File: src/rtl/branch_pc_ctrl.sv
// Fetch-PC sequencer and ID-stage control-transfer resolver for the 5-stage MIPS pipeline.
// Resolves conditional branches, j/jal and jr/jalr in ID, stalls ID until the forwarded
// operands are final, redirects fetch under the if_ready handshake and counts transfers.
// Optional build macro: BRANCH_DELAY_SLOT_EN (MIPS delay slot, no wrong-path squash).
module branch_pc_ctrl #(
    parameter logic [31:0] RESET_PC = 32'h0000_3000,
    parameter int unsigned CNT_W    = 32
) (
    input  logic             clk,
    input  logic             rst,
    input  logic             if_ready,
    input  logic             ex_stall,
    input  logic             id_valid,
    input  logic             id_branch,
    input  logic             id_jump,
    input  logic             id_jr,
    input  logic [3:0]       id_cond,
    input  logic [31:0]      id_pc,
    input  logic [15:0]      id_imm16,
    input  logic [25:0]      id_index26,
    input  logic [31:0]      rs_val,
    input  logic [31:0]      rt_val,
    input  logic             rs_ready,
    input  logic             rt_ready,
    output logic [31:0]      pc_o,
    output logic             fetch_valid,
    output logic             id_stall,
    output logic             flush_ifid,
    output logic             taken,
    output logic [CNT_W-1:0] br_count,
    output logic [CNT_W-1:0] taken_count
);

    typedef enum logic [1:0] {
        StRun      = 2'd0,
        StWaitOp   = 2'd1,
        StRedirect = 2'd2
    } state_e;

    state_e           state_q, state_d;
    logic [31:0]      pc_q, pc_d;
    logic [31:0]      pend_q, pend_d;
    logic [CNT_W-1:0] br_q, br_d;
    logic [CNT_W-1:0] tc_q, tc_d;

    logic        ctl, need_rs, need_rt, ops_ready, cond_true, xfer_taken, apply;
    logic [31:0] seq_pc, target;

    // Operand requirements, condition evaluation and target selection for the ID instruction
    always_comb begin
        ctl     = id_valid & (id_branch | id_jump | id_jr);
        need_rs = ~id_jump & (id_jr | id_branch);
        need_rt = ~id_jump & ~id_jr & id_branch & ((id_cond == 4'b0001) | (id_cond == 4'b0010));
        ops_ready = (~need_rs | rs_ready) & (~need_rt | rt_ready);
        unique case (id_cond)
            4'b0001: cond_true = (rs_val == rt_val);
            4'b0010: cond_true = (rs_val != rt_val);
            4'b0011: cond_true = ($signed(rs_val) <= 32'sd0);
            4'b0100: cond_true = ($signed(rs_val) >  32'sd0);
            4'b0101: cond_true = ($signed(rs_val) >= 32'sd0);
            4'b0110: cond_true = ($signed(rs_val) <  32'sd0);
            default: cond_true = 1'b0;
        endcase
        xfer_taken = id_jump | id_jr | (id_branch & cond_true);
        seq_pc = id_pc + 32'd4;
        if (id_jump) begin
            target = {seq_pc[31:28], id_index26, 2'b00};
        end else if (id_jr) begin
            target = rs_val;
        end else begin
            target = seq_pc + {{14{id_imm16[15]}}, id_imm16, 2'b00};
        end
    end

    // Next-state, PC, counters and per-cycle pulses; ex_stall freezes all of it
    always_comb begin
        state_d  = state_q;
        pc_d     = pc_q;
        pend_d   = pend_q;
        br_d     = br_q;
        tc_d     = tc_q;
        id_stall = 1'b0;
        taken    = 1'b0;
        apply    = 1'b0;
        unique case (state_q)
            StRun, StWaitOp: begin
                if (ctl && !ops_ready) begin
                    id_stall = 1'b1;
                    if (!ex_stall) state_d = StWaitOp;
                end else if (ex_stall) begin
                    // Hold ID while frozen with an unresolved transfer still waiting
                    id_stall = (state_q == StWaitOp);
                end else if (ctl) begin
                    br_d = br_q + 1'b1;
                    if (xfer_taken) begin
                        taken = 1'b1;
                        tc_d  = tc_q + 1'b1;
                        if (if_ready) begin
                            pc_d    = target;
                            apply   = 1'b1;
                            state_d = StRun;
                        end else begin
                            pend_d  = target;
                            state_d = StRedirect;
                        end
                    end else begin
                        if (if_ready) pc_d = pc_q + 32'd4;
                        state_d = StRun;
                    end
                end else begin
                    if (if_ready) pc_d = pc_q + 32'd4;
                    state_d = StRun;
                end
            end
            StRedirect: begin
                if (!ex_stall && if_ready) begin
                    pc_d    = pend_q;
                    apply   = 1'b1;
                    state_d = StRun;
                end
            end
            default: state_d = StRun;
        endcase
    end

    // State register with synchronous reset
    always_ff @(posedge clk) begin
        if (rst) begin
            state_q <= StRun;
            pc_q    <= RESET_PC;
            pend_q  <= 32'd0;
            br_q    <= '0;
            tc_q    <= '0;
        end else begin
            state_q <= state_d;
            pc_q    <= pc_d;
            pend_q  <= pend_d;
            br_q    <= br_d;
            tc_q    <= tc_d;
        end
    end

    // Output mapping; the delay-slot build lets the id_pc+4 instruction complete
    always_comb begin
        pc_o        = pc_q;
        fetch_valid = ~rst;
        br_count    = br_q;
        taken_count = tc_q;
`ifdef BRANCH_DELAY_SLOT_EN
        flush_ifid  = 1'b0;
`else
        flush_ifid  = apply;
`endif
    end

endmodule

File: config.mk
export PLATFORM = sky130hd
export DESIGN_NAME = branch_pc_ctrl
export DESIGN_NICKNAME = d
export VERILOG_FILES = /design/src/rtl/branch_pc_ctrl.sv
export SDC_FILE = /design/constraint.sdc
export NUM_CORES = 1
export LEC_CHECK = 0
export ABC_AREA = 0
export ABC_CLOCK_PERIOD_IN_PS = 3600
export BUFFER_PORTS_ARGS = -buffer_cell sky130_fd_sc_hd__buf_2
export CAP_MARGIN = 20
export CORE_UTILIZATION = 30
export DETAILED_ROUTE_END_ITERATION = 8
export PLACE_DENSITY_LB_ADDON = 0.15
export SYNTH_ARGS = -nofsm -noshare
export SYNTH_HDL_FRONTEND = slang
export SYNTH_SLANG_ARGS = --single-unit
File: constraint.sdc
create_clock -name clk -period 3.6 [get_ports clk]
set_input_delay 0.18 -clock clk [delete_from_list [all_inputs] [get_ports clk]]
set_output_delay 0.18 -clock clk [all_outputs]
set_load 0.03 [all_outputs]
# ---- After elaboration in Yosys (flattened, before gate mapping)
# Index checks and enable logic that the tools add are counted.
# Widths: inputs -> output; s select.
dict set report word_totals {
  latchBits 0
  inputBits 152
  ram_bits 0
  register_bits 130
  word_cells 97
  mem_count 0
  mem_bits_ro 0
}
dict set report classes {
  add_sub_neg 5
  n_div 0
  n_bitwise 23
  n_reduce_logical 12
  eq_ne 14
  magnitude_cmp 4
  shift 0
  mux 34
  n_mul 0
}
# operator count
set ops {}
lappend ops {{$mux 32} 9}
lappend ops {{$add 32x1->32 const B} 2}
lappend ops {{$add 32x3->32 const B} 2}
lappend ops {{$pmux 32 s2} 1}
lappend ops {{$add 32x32->32} 1}
lappend ops {{$eq 32x32->1} 1}
lappend ops {{$ge 32x1->1 const B} 1}
lappend ops {{$gt 32x1->1 const B} 1}
lappend ops {{$le 32x1->1 const B} 1}
lappend ops {{$lt 32x1->1 const B} 1}
lappend ops {{$ne 32x32->1} 1}
lappend ops {{$mux 1} 14}
lappend ops {{$mux 2} 7}
lappend ops {{$eq 4x3->1 const B} 3}
lappend ops {{$reduce_and 5->1} 2}
lappend ops {{$eq 4x2->1 const B} 2}
lappend ops {{$not 1->1} 8}
lappend ops {{$or 1x1->1} 8}
lappend ops {{$and 1x1->1} 7}
lappend ops {{$ne 2x2->1 const B} 3}
lappend ops {{$pmux 1 s6} 1}
lappend ops {{$reduce_and 6->1} 1}
lappend ops {{$eq 4x1->1 const B} 1}
lappend ops {{$ne 4x4->1 const B} 1}
lappend ops {{11 further kinds} 13}

# ---- Logic depth before layout (Yosys ltp)
# Gate-level depths: netlist of run 1.
dict set report depth {
  word_depth 11
  mapped_depth 16
  mapped_depth_nobuf 16
}

# ---- Least setup slack after synthesis of run 1
# OpenSTA, ideal clock, no wires.
dict set report synth_path {
  kind {input -> register}
  startpoint {input id_pc[5]}
  endpoint {register pc_q[31] (netlist: pc_o[31])}
  t_required_ps 3509
  arrival_time_ps 3286
  path_slack_ps 224
  setup_ps 91
  n_path_buf 1
  cell_stages 16
  path_cell_list {nand3_1 nor2_1 and3_1 nand3_1 xnor2_1 ha_1 clkbuf_1 o21a_1 o21bai_1 or2_2 o31ai_4 a21oi_2 or4_4 a311oi_2 nor3b_1 a311oi_1}
}
dict set report synth_via {
  elab_chain_cells 10
}
# element line_no
set synth_lines {}
lappend synth_lines {{from (decl)} 18} ;# input logic [31:0] id_pc,
lappend synth_lines {{$add 32x3->32 (*)} 65} ;# seq_pc = id_pc + 32'd4;
lappend synth_lines {{$add 32x32->32} 71} ;# target = seq_pc + {{14{id_imm16[15]}}, id_imm16, 2'b00};
lappend synth_lines {{$mux 32} 68} ;# end else if (id_jr) begin
lappend synth_lines {{$mux 32 (*)} 66} ;# if (id_jump) begin
lappend synth_lines {{$mux 32 (*)} 98} ;# if (if_ready) begin
lappend synth_lines {{$mux 32 (*)} 95} ;# if (xfer_taken) begin
lappend synth_lines {{$mux 32 (*)} 93} ;# end else if (ctl) begin
lappend synth_lines {{$mux 32 (*)} 90} ;# end else if (ex_stall) begin
lappend synth_lines {{$mux 32 (*)} 87} ;# if (ctl && !ops_ready) begin
lappend synth_lines {{$pmux 32 s2 (*)} 85} ;# unique case (state_q)
lappend synth_lines {{to (signal assigned)} 136} ;# pc_q <= pc_d;
lappend synth_lines {{to (decl)} 41} ;# logic [31:0] pc_q, pc_d;
# Mark *: on every way between the ends. The rest lies on a longest branch, timed or not. The select of a mux whose other input is x is not followed.
# A chain may end at the register's enable or synchronous reset.

# ---- Worst setup path in the final report of run 1
dict set report layout_path {
  startpoint {input id_pc[4]}
  endpoint {register pc_q[26] (netlist: pc_o[26])}
}
dict set report layout_via {
  elab_chain_cells 10
}
# element line_no
set layout_lines {}
lappend layout_lines {{$add 32x3->32} 65}
lappend layout_lines {{$add 32x32->32} 71}
lappend layout_lines {{$mux 32} 68}
lappend layout_lines {{$mux 32} 66}
lappend layout_lines {{$mux 32} 98}
lappend layout_lines {{$mux 32} 95}
lappend layout_lines {{$mux 32} 93}
lappend layout_lines {{$mux 32} 90}
lappend layout_lines {{$mux 32} 87}
lappend layout_lines {{$pmux 32 s2} 85}
# Every way passes these cells. The select of a mux whose other input is x is not followed.

==> results.md, run 1 <==
- Status: finished clean
- Layout cell share with drive strength beyond 1: 0.239
- DP HPWL: 27,400 µm
- Pwr dens: 358 nW/µm²
- Total setup buffers inserted after CTS: 0
- Switch Pwr: 1.45 mW
- Least-Margin Pin Slew: around 1 ns
- Tmin final: 3.29 ns
- CP Capture Type: flop
- Die extent in y: 182 µm
- Worst Skew: 0.00956 ns
- Yosys top cell area share: 0.268
- Clk root buf: clkbuf_16
- Max Buffers Root-to-Sink: 2
- Post-synthesis mux area share: 0.0263
- Fin crit share: 0.913
- CTS Buf Count: 17
- Syn. warnings: 0
- Post_cts resized: 0
- Largest family of logic cells by synthesized area: simple AND/OR/NAND/NOR gates
- Simple-gate share of the synthesized area: 0.267
- Post-Syn Nets: 1,463
- H-tree depth: 4
- Count of cell types in the netlist: 79
- Switch share: 0.330
- Layout Nets: approximately 1,700
- Leakage Power: roughly 5.2 nW
- Mapped Area: 9710 µm²
- Post-DP Area: 11,700 µm²
- # IOs: 252
- Post-synth ARST share: 0
- Crit Path Category: in2reg
- Number of fill cells: between 3,000 and 4,000
- Initial Utilization: 0.306
- Initial antenna violation count: 4
- Max VDD drop: approximately 220 µV
- GRT Resource Usage Total: 0.210
- Final hold viol count: 0
- Vias in the first global route: 9,562
- Relative slew margins: 0.332
- Drt pass-1 iters: 5
- Total power: 4.41 mW
- CP startpoint kind: input pin
- Via density: around 5.3
- Maxcap violations: 0
- Power share of the combinational group: 0.248
- Synth area leaders: dfxtp_1 27%, xor2_1 8.8%, nand2_1 5.7%, nor2_1 5.4%, ha_1 4.9%
- Setup Viol. Count Final: 0
- Most used routing layer: met2
- Row cnt: 65
- Synth area leader: dfxtp_1
- Iter 0 DRT Violations: approximately 640
- Post-synth top flop: dfxtp_1
- CTS tree: built
- Vias post-DR: 10,300
- Sequential-to-total area share from yosys stat: 0.268
- Clock Pin Slew Worst Setup and Hold Paths: ~0.060 ns
- RSZ-0062 raised after global routing: no
- Compound-Gate Fraction of Synth Area: 0.217
- Core Area: 31,700 µm²
- Number of synthesized flops with an enable pin: 0
- CP Max Fanout: 5
- Dpl ws: -0.0908 ns
- Final WS setup: between 0.3 and 0.4 ns
- Die Area: between 30,000 and 40,000 µm²
- Synth Area in XOR/XNOR: 0.133
- WP data required: a little under 4 ns
- Gp weighted congestion: 0.935
- Max Freq: between 300 and 400 MHz
- Flop pwr share: 0.349
- Met2 GRT Util: 0.334
- Crit path arrival time: around 3.6 ns
- HP Class: in2reg
- Placed Cells: 1,924
- Area Overhead vs Synth: 26.8%
- First-pass GRT wire length: roughly 54,000 µm
- Final WL: 35,300 µm
- Setup_tns: 0 ns
- Clock network fraction of design power: 0.403
- Post-Synth Adder-Cell Area: 0.0510
- PortBufs: 251
- GR Layer Usage met1: 0.292
- Synthesized flop and latch total: 130
- Final Max Tran Viols: 0
- Drt wl/cell: 18.0 µm
- Worst skew pair latency: 0.43 ns
- Residual DRC: 0
- Post-Syn Instances: 1,272
- Mapped Avg Cell Area: 7.64 µm²
- # hold bufs at CTS: 0
- CTS sink cnt: 130
- Pin count of the biggest net entering global routing: 57
- Post-DRT Antenna Nets: 0
- Post-route cell area: approximately 12,000 µm²
- Die width: 182 µm
- Fin cells: 1,959
- GR Overflow Total: 0
- GR Layer Usage met3: 0.0297
- Internal power: 2.95 mW
## worst paths after layout
| kind | from | end | slack (ns) | cells past startpoint |
|---|---|---|---|---|
| worst max-delay path | id_pc[4] | pc_o[26] | 0.31 | 15 |
| worst max register to register | state_q[1] | br_count[30] | 0.83 | 9 |
| worst min register to register | pend_q[23] | pend_q[23] | 0.45 | 2 |
| worst min-delay path | ex_stall | state_q[1] | 0.1 | 3 |
## cells in the mapped netlist (12+ instances only)
master      n
ha_1       38
xnor2_1    49
nor4_1     17
o21ai_0    61
o211ai_1   26
a21o_1     19
and3_1     23
nor2_1    139
inv_1      33
nand4_1    38
o21a_1     22
or3_1      19
nor3_1     27
nand3_1    55
clkbuf_1   41
mux2i_1    21
and2_1     24
a211oi_1   17
a21oi_1    72
dfxtp_1   130
nand2_1   147
and4_1     12
xor2_1     98
## state kept, by name (all words and copies together), names as in the netlist
register / count
br_count: 32
pc_o: 32
pend_q: 32
state_q: 2
taken_count: 32
## cell families (layout without fill, tap and decap cells)
family,count (synthesis),after routing
and+or+nand+nor,530,530
AOI/OAI and AO/OA,308,308
xor gates and xnor gates,147,147
DFF,130,130
buffers and inverters,93,375
adders and majority gates,39,39
muxes,25,25
other,0,3
## cell usage in the layout, fill, tap and decap left out, drive strengths merged, types with 4 or more instances in the layout
cell / count
buf: 308
nand2: 148
nor2: 140
dfxtp: 130
xor2: 98
a21oi: 74
o21ai: 62
nand3: 55
xnor2: 49
inv: 41
nand4: 38
ha: 38
nor3: 29
o211ai: 26
and2: 24
and3: 23
o21a: 22
mux2i: 21
or3: 20
a21o: 19
nor4: 18
a211oi: 17
clkbuf: 17
and4: 12
a311oi: 11
a31oi: 10
o22ai: 7
o31ai: 7
nor3b: 6
a211o: 5
a31o: 4
o311ai: 4
o221ai: 4
a221oi: 4
mux2: 4
clkinv: 4
## power by group through the flow
| stage | clock network, mW | logic, mW | registers (mW) |
|---|---|---|---|
| 4_1_cts | 1.83 | 1.09 | 1.54 |
| 2_1_floorplan | 0 | 0.604 | 1.62 |
| 3_5_place_dp | 0 | 1.08 | 1.57 |
| 6_report | 1.77 | 1.10 | 1.54 |
| 3_3_place_gp | 0 | 1.08 | 1.57 |
| 5_1_grt | 1.89 | 1.19 | 1.55 |
## routing by layer
metal	wire [µm]	share of wire
met3	1610	0.046
met5	17	0.00048
met2	15900	0.45
met4	653	0.019
met1	17000	0.48
## worst max-delay path: stages
cell and delay (ns):
buf_2 0.12, nand3_1 0.11, nor2_1 0.25, nand3_1 0.17, xnor2_1 0.15, ha_1 0.36, nand2_1 0.10, o21ai_0 0.25
nand3_1 0.12, a2111o_1 0.47, a21oi_1 0.28, mux2_2 0.38, a221oi_1 0.34, nand2_1 0.11, a32o_1 0.22
## stage by stage
| step | utilization | hold slack, ns |
|---|---|---|
| 5_1_grt | 0.388 | 0.0958 |
| 3_5_place_dp | 0.369 | 0.443 |
| 2_1_floorplan | - | 0.402 |
| 3_3_place_gp | 0.369 | 0.439 |
| 4_1_cts | 0.388 | 0.0668 |
| 6_report | 0.388 | 0.0963 |
## area by class of cell
cell class                 count  area [µm²]  share of cell area
antenna                        3        7.51            0.000610
clock buffer                  17         425              0.0345
clock inverter                15         171              0.0139
inverter                      35         131              0.0107
multi-input combinational   1049        6740               0.547
sequential                   130        2600               0.211
tap                          402         503              0.0408
timing repair buffer         308        1740               0.141
(Power assumes the default switching activity.)
==> run 2, diff against run 1 <==
- CORE_UTILIZATION: 30 -> 49
==> run 2 against run 1 <==
Non-clock buffer count decreased by 15. Register-to-register slack got worse by 0.03 ns. Sequential power about the same. Die area decreased by 38%. Critical path type unchanged. Maximum frequency increased by 0.97%. Combinational power decreased by 4%. Clock power decreased by 5%. Sequential share of layout area increased by 0.64 points. Core utilization increased by 23 points. First-iteration DRC count increased by 29%. Largest cell class unchanged.
==> results.md, run 2 (synthesis results as in run 1) <==
- Worst skew pair latency: 0.42 ns
- PortBufs: 251
- Layout Nets: 1,717
- CP startpoint kind: input pin
- Vias post-DR: 10,500
- Hold path start: ex_stall
- Status: finished clean
- Switch Pwr: 1.47 mW
- Max VDD drop: 317 µV
- Row cnt: 51
- Layout cell share with drive strength beyond 1: 0.232
- Flop pwr share: 0.360
- Final Util: 0.614
- Crit path arrival time: around 3.6 ns
- HP Class: in2reg
- WP data required: 3.93 ns
- Initial antenna violation count: 3
- Final WS setup: ~0.34 ns
- Post-DP Area: 11,400 µm²
- Post-DRT Antenna Nets: 0
- Final hold viol count: 0
- Most common cell after layout, fill and taps aside: buf_2
- First-pass GRT wire length: between 40,000 and 50,000 µm
- CP Max Fanout: 6
- # IOs: 252
- Drt pass-1 iters: 5
- Pwr dens: 358 nW/µm²
- Worst setup startpoint: id_pc[4]
- RSZ-0062 raised after global routing: no
- Die Area: 20,400 µm²
- Residual DRC: 0
- Leakage Power: 5.15 nW
- Least-Margin Pin Slew: 0.673 ns
- Relative slew margins: 0.551
- Area Overhead vs Synth: 23.1%
- Die extent in y: approximately 140 µm
- Crit path buffers/inverters: 3
- DP HPWL: approximately 24,000 µm
- Final WL: 31,700 µm
- Pin count of the biggest net entering global routing: 59
- Power share of the combinational group: 0.249
- Post-route cell area: 12,000 µm²
- CTS sink cnt: 130
- Crit Path Category: in2reg
- Worst reg2reg path startpoint: state_q[1]
- Worst Skew: roughly 0.011 ns
- Drt wl/cell: 17.6 µm
- Maxcap violations: 0
- Fin crit share: 0.905
- CTS tree: built
- Setup Viol. Count Final: 0
- H-tree depth: 4
- Final Max Tran Viols: 0
- Initial Utilization: 0.499
- Iter 0 DRT Violations: slightly above 800
- Gp weighted congestion: between 0.9 and 1
- Die width: between 100 and 150 µm
- Top delay family on crit path: compound AO/OA/AOI/OAI gates
- Core Area: 19,500 µm²
- Clock Pin Slew Worst Setup and Hold Paths: around 0.06 ns
- Max Freq: 307 MHz
- GRT Resource Usage Total: 0.310
- CP peak stage delay: between 0.3 and 0.4 ns
- Tmin final: roughly 3.3 ns
- Max Buffers Root-to-Sink: 2
- Clock network fraction of design power: 0.392
- Most frequent cells in the layout: 250 x buf_2, 147 x nand2_1, 139 x nor2_1
- CP Capture Type: flop
- Switch share: 0.343
- GR Overflow Total: 0
- CTS Buf Count: 17
- Total power: around 4.3 mW
- Critical Path, Cell by Cell: buf_2 > nand3_1 > nor2_1 > and3_1 > buf_4 > nand2_1 > nor2_1 > xor2_1 > ha_1 > a21o_1 > a21o_1 > a21oi_1 > o211ai_1 > a21oi_2 > buf_4 > o211ai_1 > a311oi_2 > nor3b_1 > a311oi_1
- Vias in the first global route: approximately 9,300
- Internal power: 2.81 mW
- Clk root buf: clkbuf_16
- Dpl ws: -0.0378 ns
- Setup_tns: 0 ns
- Via density: 5.79
- CP max-delay cell: ha_1
[run 2: tightest hold or removal path: stages]
cell and delay [ns]:
buf_2 0.16, nand2_1 0.07, a21oi_1 0.06
[run 2: final cells by class]
cell class	instances	area [µm²]
sequential	130	2600
timing repair buffer	293	1570
tap	265	332
clock buffer	17	425
antenna	3	7.51
inverter	35	131
multi-input combinational	1049	6750
clock inverter	15	140
fill	1805	7510
[run 2: timing repair]
| action | 4_1_cts | 5_1_grt |
|---|---|---|
| resized for setup | 0 | 1 |
| endpoints found under the setup margin | 0 | 1 |
| setup buffers | 0 | 0 |
| hold buffers | 0 | 0 |
[run 2: power groups by stage]
| stage | Combinational, mW | Sequential, mW | Clock [mW] |
|---|---|---|---|
| finish | 1.06 | 1.54 | 1.68 |
| global route | 1.15 | 1.55 | 1.76 |
| CTS | 1.05 | 1.54 | 1.70 |
| detailed placement | 1.04 | 1.57 | 0 |
| global placement | 1.03 | 1.57 | 0 |
| floorplan | 0.604 | 1.62 | 0 |
[run 2: path summary, 6_finish.rpt]
check,endpoint,slack (ns),cells past startpoint
setup / recovery,pc_o[31],0.34,19
hold / removal,state_q[1],0.1,3
setup reg to reg,br_count[28],0.80,10
hold reg to reg,pend_q[23],0.45,2
[run 2: metal layers]
layer | up-vias | routed length (µm) | track usage
met5 | - | 0 | 0
met2 | 444 | 13900 | 0.467
li1 | 5103 | - | -
met1 | 4853 | 14200 | 0.424
met4 | 0 | 1160 | 0.144
met3 | 67 | 2440 | 0.0604
[run 2: metrics by stage]
stage          cells  hold WS (ns)
2_1_floorplan   1272         0.402
3_3_place_gp    1771         0.441
3_5_place_dp    1771         0.445
4_1_cts         1803        0.0825
5_1_grt         1807         0.109
6_report        1807        0.0982
==> run 3, diff against run 2 <==
- PLACE_DENSITY: not set -> 0.82
- PLACE_DENSITY_LB_ADDON: 0.15 -> not set
==> run 3 against run 2 <==
Via count increased by 1.7%. Flip-flop and latch count unchanged. Final area increased by 1.5%. Worst hold slack got worse by 0.0077 ns. Clock power increased by 4%. Critical endpoint is now pc_o[26]. Largest cell class unchanged.
==> results.md, run 3 (synthesis results as in run 1) <==
- Critical Path, Cell by Cell: buf_2 > and4_1 > nor3b_2 > nand2_1 > xnor2_1 > ha_1 > nand2_1 > o21ai_0 > nand3_1 > a2111o_1 > a21oi_1 > mux2_2 > a221oi_1 > nand2_1 > a32o_1
- Final WS setup: 0.405 ns
- Setup Viol. Count Final: 0
- First-pass GRT wire length: 50,000 µm
- Residual DRC: 0
- Die extent in y: about 140 µm
- Most common cell after layout, fill and taps aside: buf_2
- Total setup buffers inserted after CTS: 0
- Initial antenna violation count: 3
- RSZ-0062 raised after global routing: no
- WP data required: 3.92 ns
- Via density: between 5 and 6
- Post_cts resized: 0
- Pwr dens: 360 nW/µm²
- Dpl ws: approximately 0.0056 ns
- Status: finished clean
- Crit path arrival time: approximately 3.5 ns
- GR Overflow Total: 0
- CTS sink cnt: 130
- CP peak stage delay: about 0.45 ns
- # IOs: 252
- H-tree depth: 4
- CP startpoint kind: input pin
- CP Max Fanout: 4
- CP max-delay cell: a2111o_1
- Gp weighted congestion: 0.963
- GRT Resource Usage Total: 0.312
- Die width: 143 µm
- Row cnt: 51
- Leakage Power: 5.25 nW
- Crit path buffers/inverters: 1
- Critical Path Most Common Cell: nand2_1
- Max Freq: 313 MHz
- Final WL: 32,100 µm
- Layout Nets: 1,734
- Least-Margin Pin Slew: 1.01 ns
- Final hold viol count: 0
- Final Max Tran Viols: 0
- Post-DRT Antenna Nets: 0
- Max VDD drop: around 320 µV
- CTS tree: built
- Core Area: 19,500 µm²
- Fin crit share: 0.888
- Worst Skew: 0.0100 ns
- Pin count of the biggest net entering global routing: 74
- Top delay family on crit path: compound AO/OA/AOI/OAI gates
- PortBufs: 251
- Vias post-DR: around 11,000
- Max Buffers Root-to-Sink: 2
- Crit Path Category: in2reg
- Setup_tns: 0 ns
- Worst skew pair latency: 0.43 ns
- HP Class: in2reg
- Drt wl/cell: roughly 18 µm
- Relative slew margins: 0.315
- # hold bufs at CTS: 0
- Clock Pin Slew Worst Setup and Hold Paths: 0.06 ns
- DP HPWL: ~25,000 µm
- Tmin final: roughly 3.2 ns
- Clk root buf: clkbuf_16
- Most frequent cells in the layout: 250 x buf_2, 147 x nand2_1, 139 x nor2_1
- CP Capture Type: flop
- Area Overhead vs Synth: 25.0%
- Layout cell share with drive strength beyond 1: 0.240
- Vias in the first global route: about 9,800
- Iter 0 DRT Violations: 993
- CTS Buf Count: 17
- Die Area: 20,400 µm²
- Maxcap violations: 0
- Drt pass-1 iters: 8
- Initial Utilization: 0.499
==> run 3: power by group <==
group | total (mW) | internal, mW | leakage [nW] | switching [mW]
sequential | 1.54 | 1.48 | 1.05 | 0.0603
combinational | 1.08 | 0.431 | 3.91 | 0.651
clock | 1.74 | 0.986 | 0.290 | 0.754
total | 4.37 | 2.90 | 5.25 | 1.47
==> run 3: final cells by class <==
class                      count  area [µm²]
antenna                        1        2.50
sequential                   130        2600
clock buffer                  17         425
inverter                      35         131
fill                        1700        7330
multi-input combinational   1049        6740
tap                          265         332
clock inverter                15         165
timing repair buffer         310        1740
==> run 3: stage by stage <==
stage / instances / hold WS [ns] / power (mW) / util / cell area (µm²)
after floorplan: 1272 / 0.402 / 2.23 / - / 9710
after global placement: 1789 / 0.439 / 2.62 / 0.593 / 11500
after detailed placement: 1789 / 0.447 / 2.63 / 0.593 / 11500
after CTS: 1821 / 0.0783 / 4.36 / 0.623 / 12100
after global routing: 1822 / 0.102 / 4.54 / 0.624 / 12100
final: 1822 / 0.0905 / 4.37 / 0.624 / 12100
==> run 3: final timing paths <==
| kind | cells after the start | slack, ns | from | end |
|---|---|---|---|---|
| max | 15 | 0.40 | id_pc[9] | pc_o[26] |
| min | 3 | 0.09 | ex_stall | state_q[1] |
| max reg2reg | 9 | 0.55 | state_q[1] | br_count[29] |
| min reg2reg | 2 | 0.46 | pend_q[25] | pend_q[25] |
==> run 3: metal layers <==
layer  vias up  GRT usage  part of all wire
li1       5144          -                 -
met1      4877      0.411              0.43
met2       542      0.502              0.46
met3        83     0.0543             0.082
met4         2      0.132             0.036
met5         -          0           0.00041
==> run 3: worst register-to-register path: stages, from the launching register on <==
cell and delay (ns):
dfxtp_1 0.34, inv_1 0.16, o311ai_0 0.34, nor4_4 0.51, nand4_1 0.48, or3_1 0.53, nor2_1 0.20, nand4_1 0.15
xor2_1 0.16, nor2_1 0.05
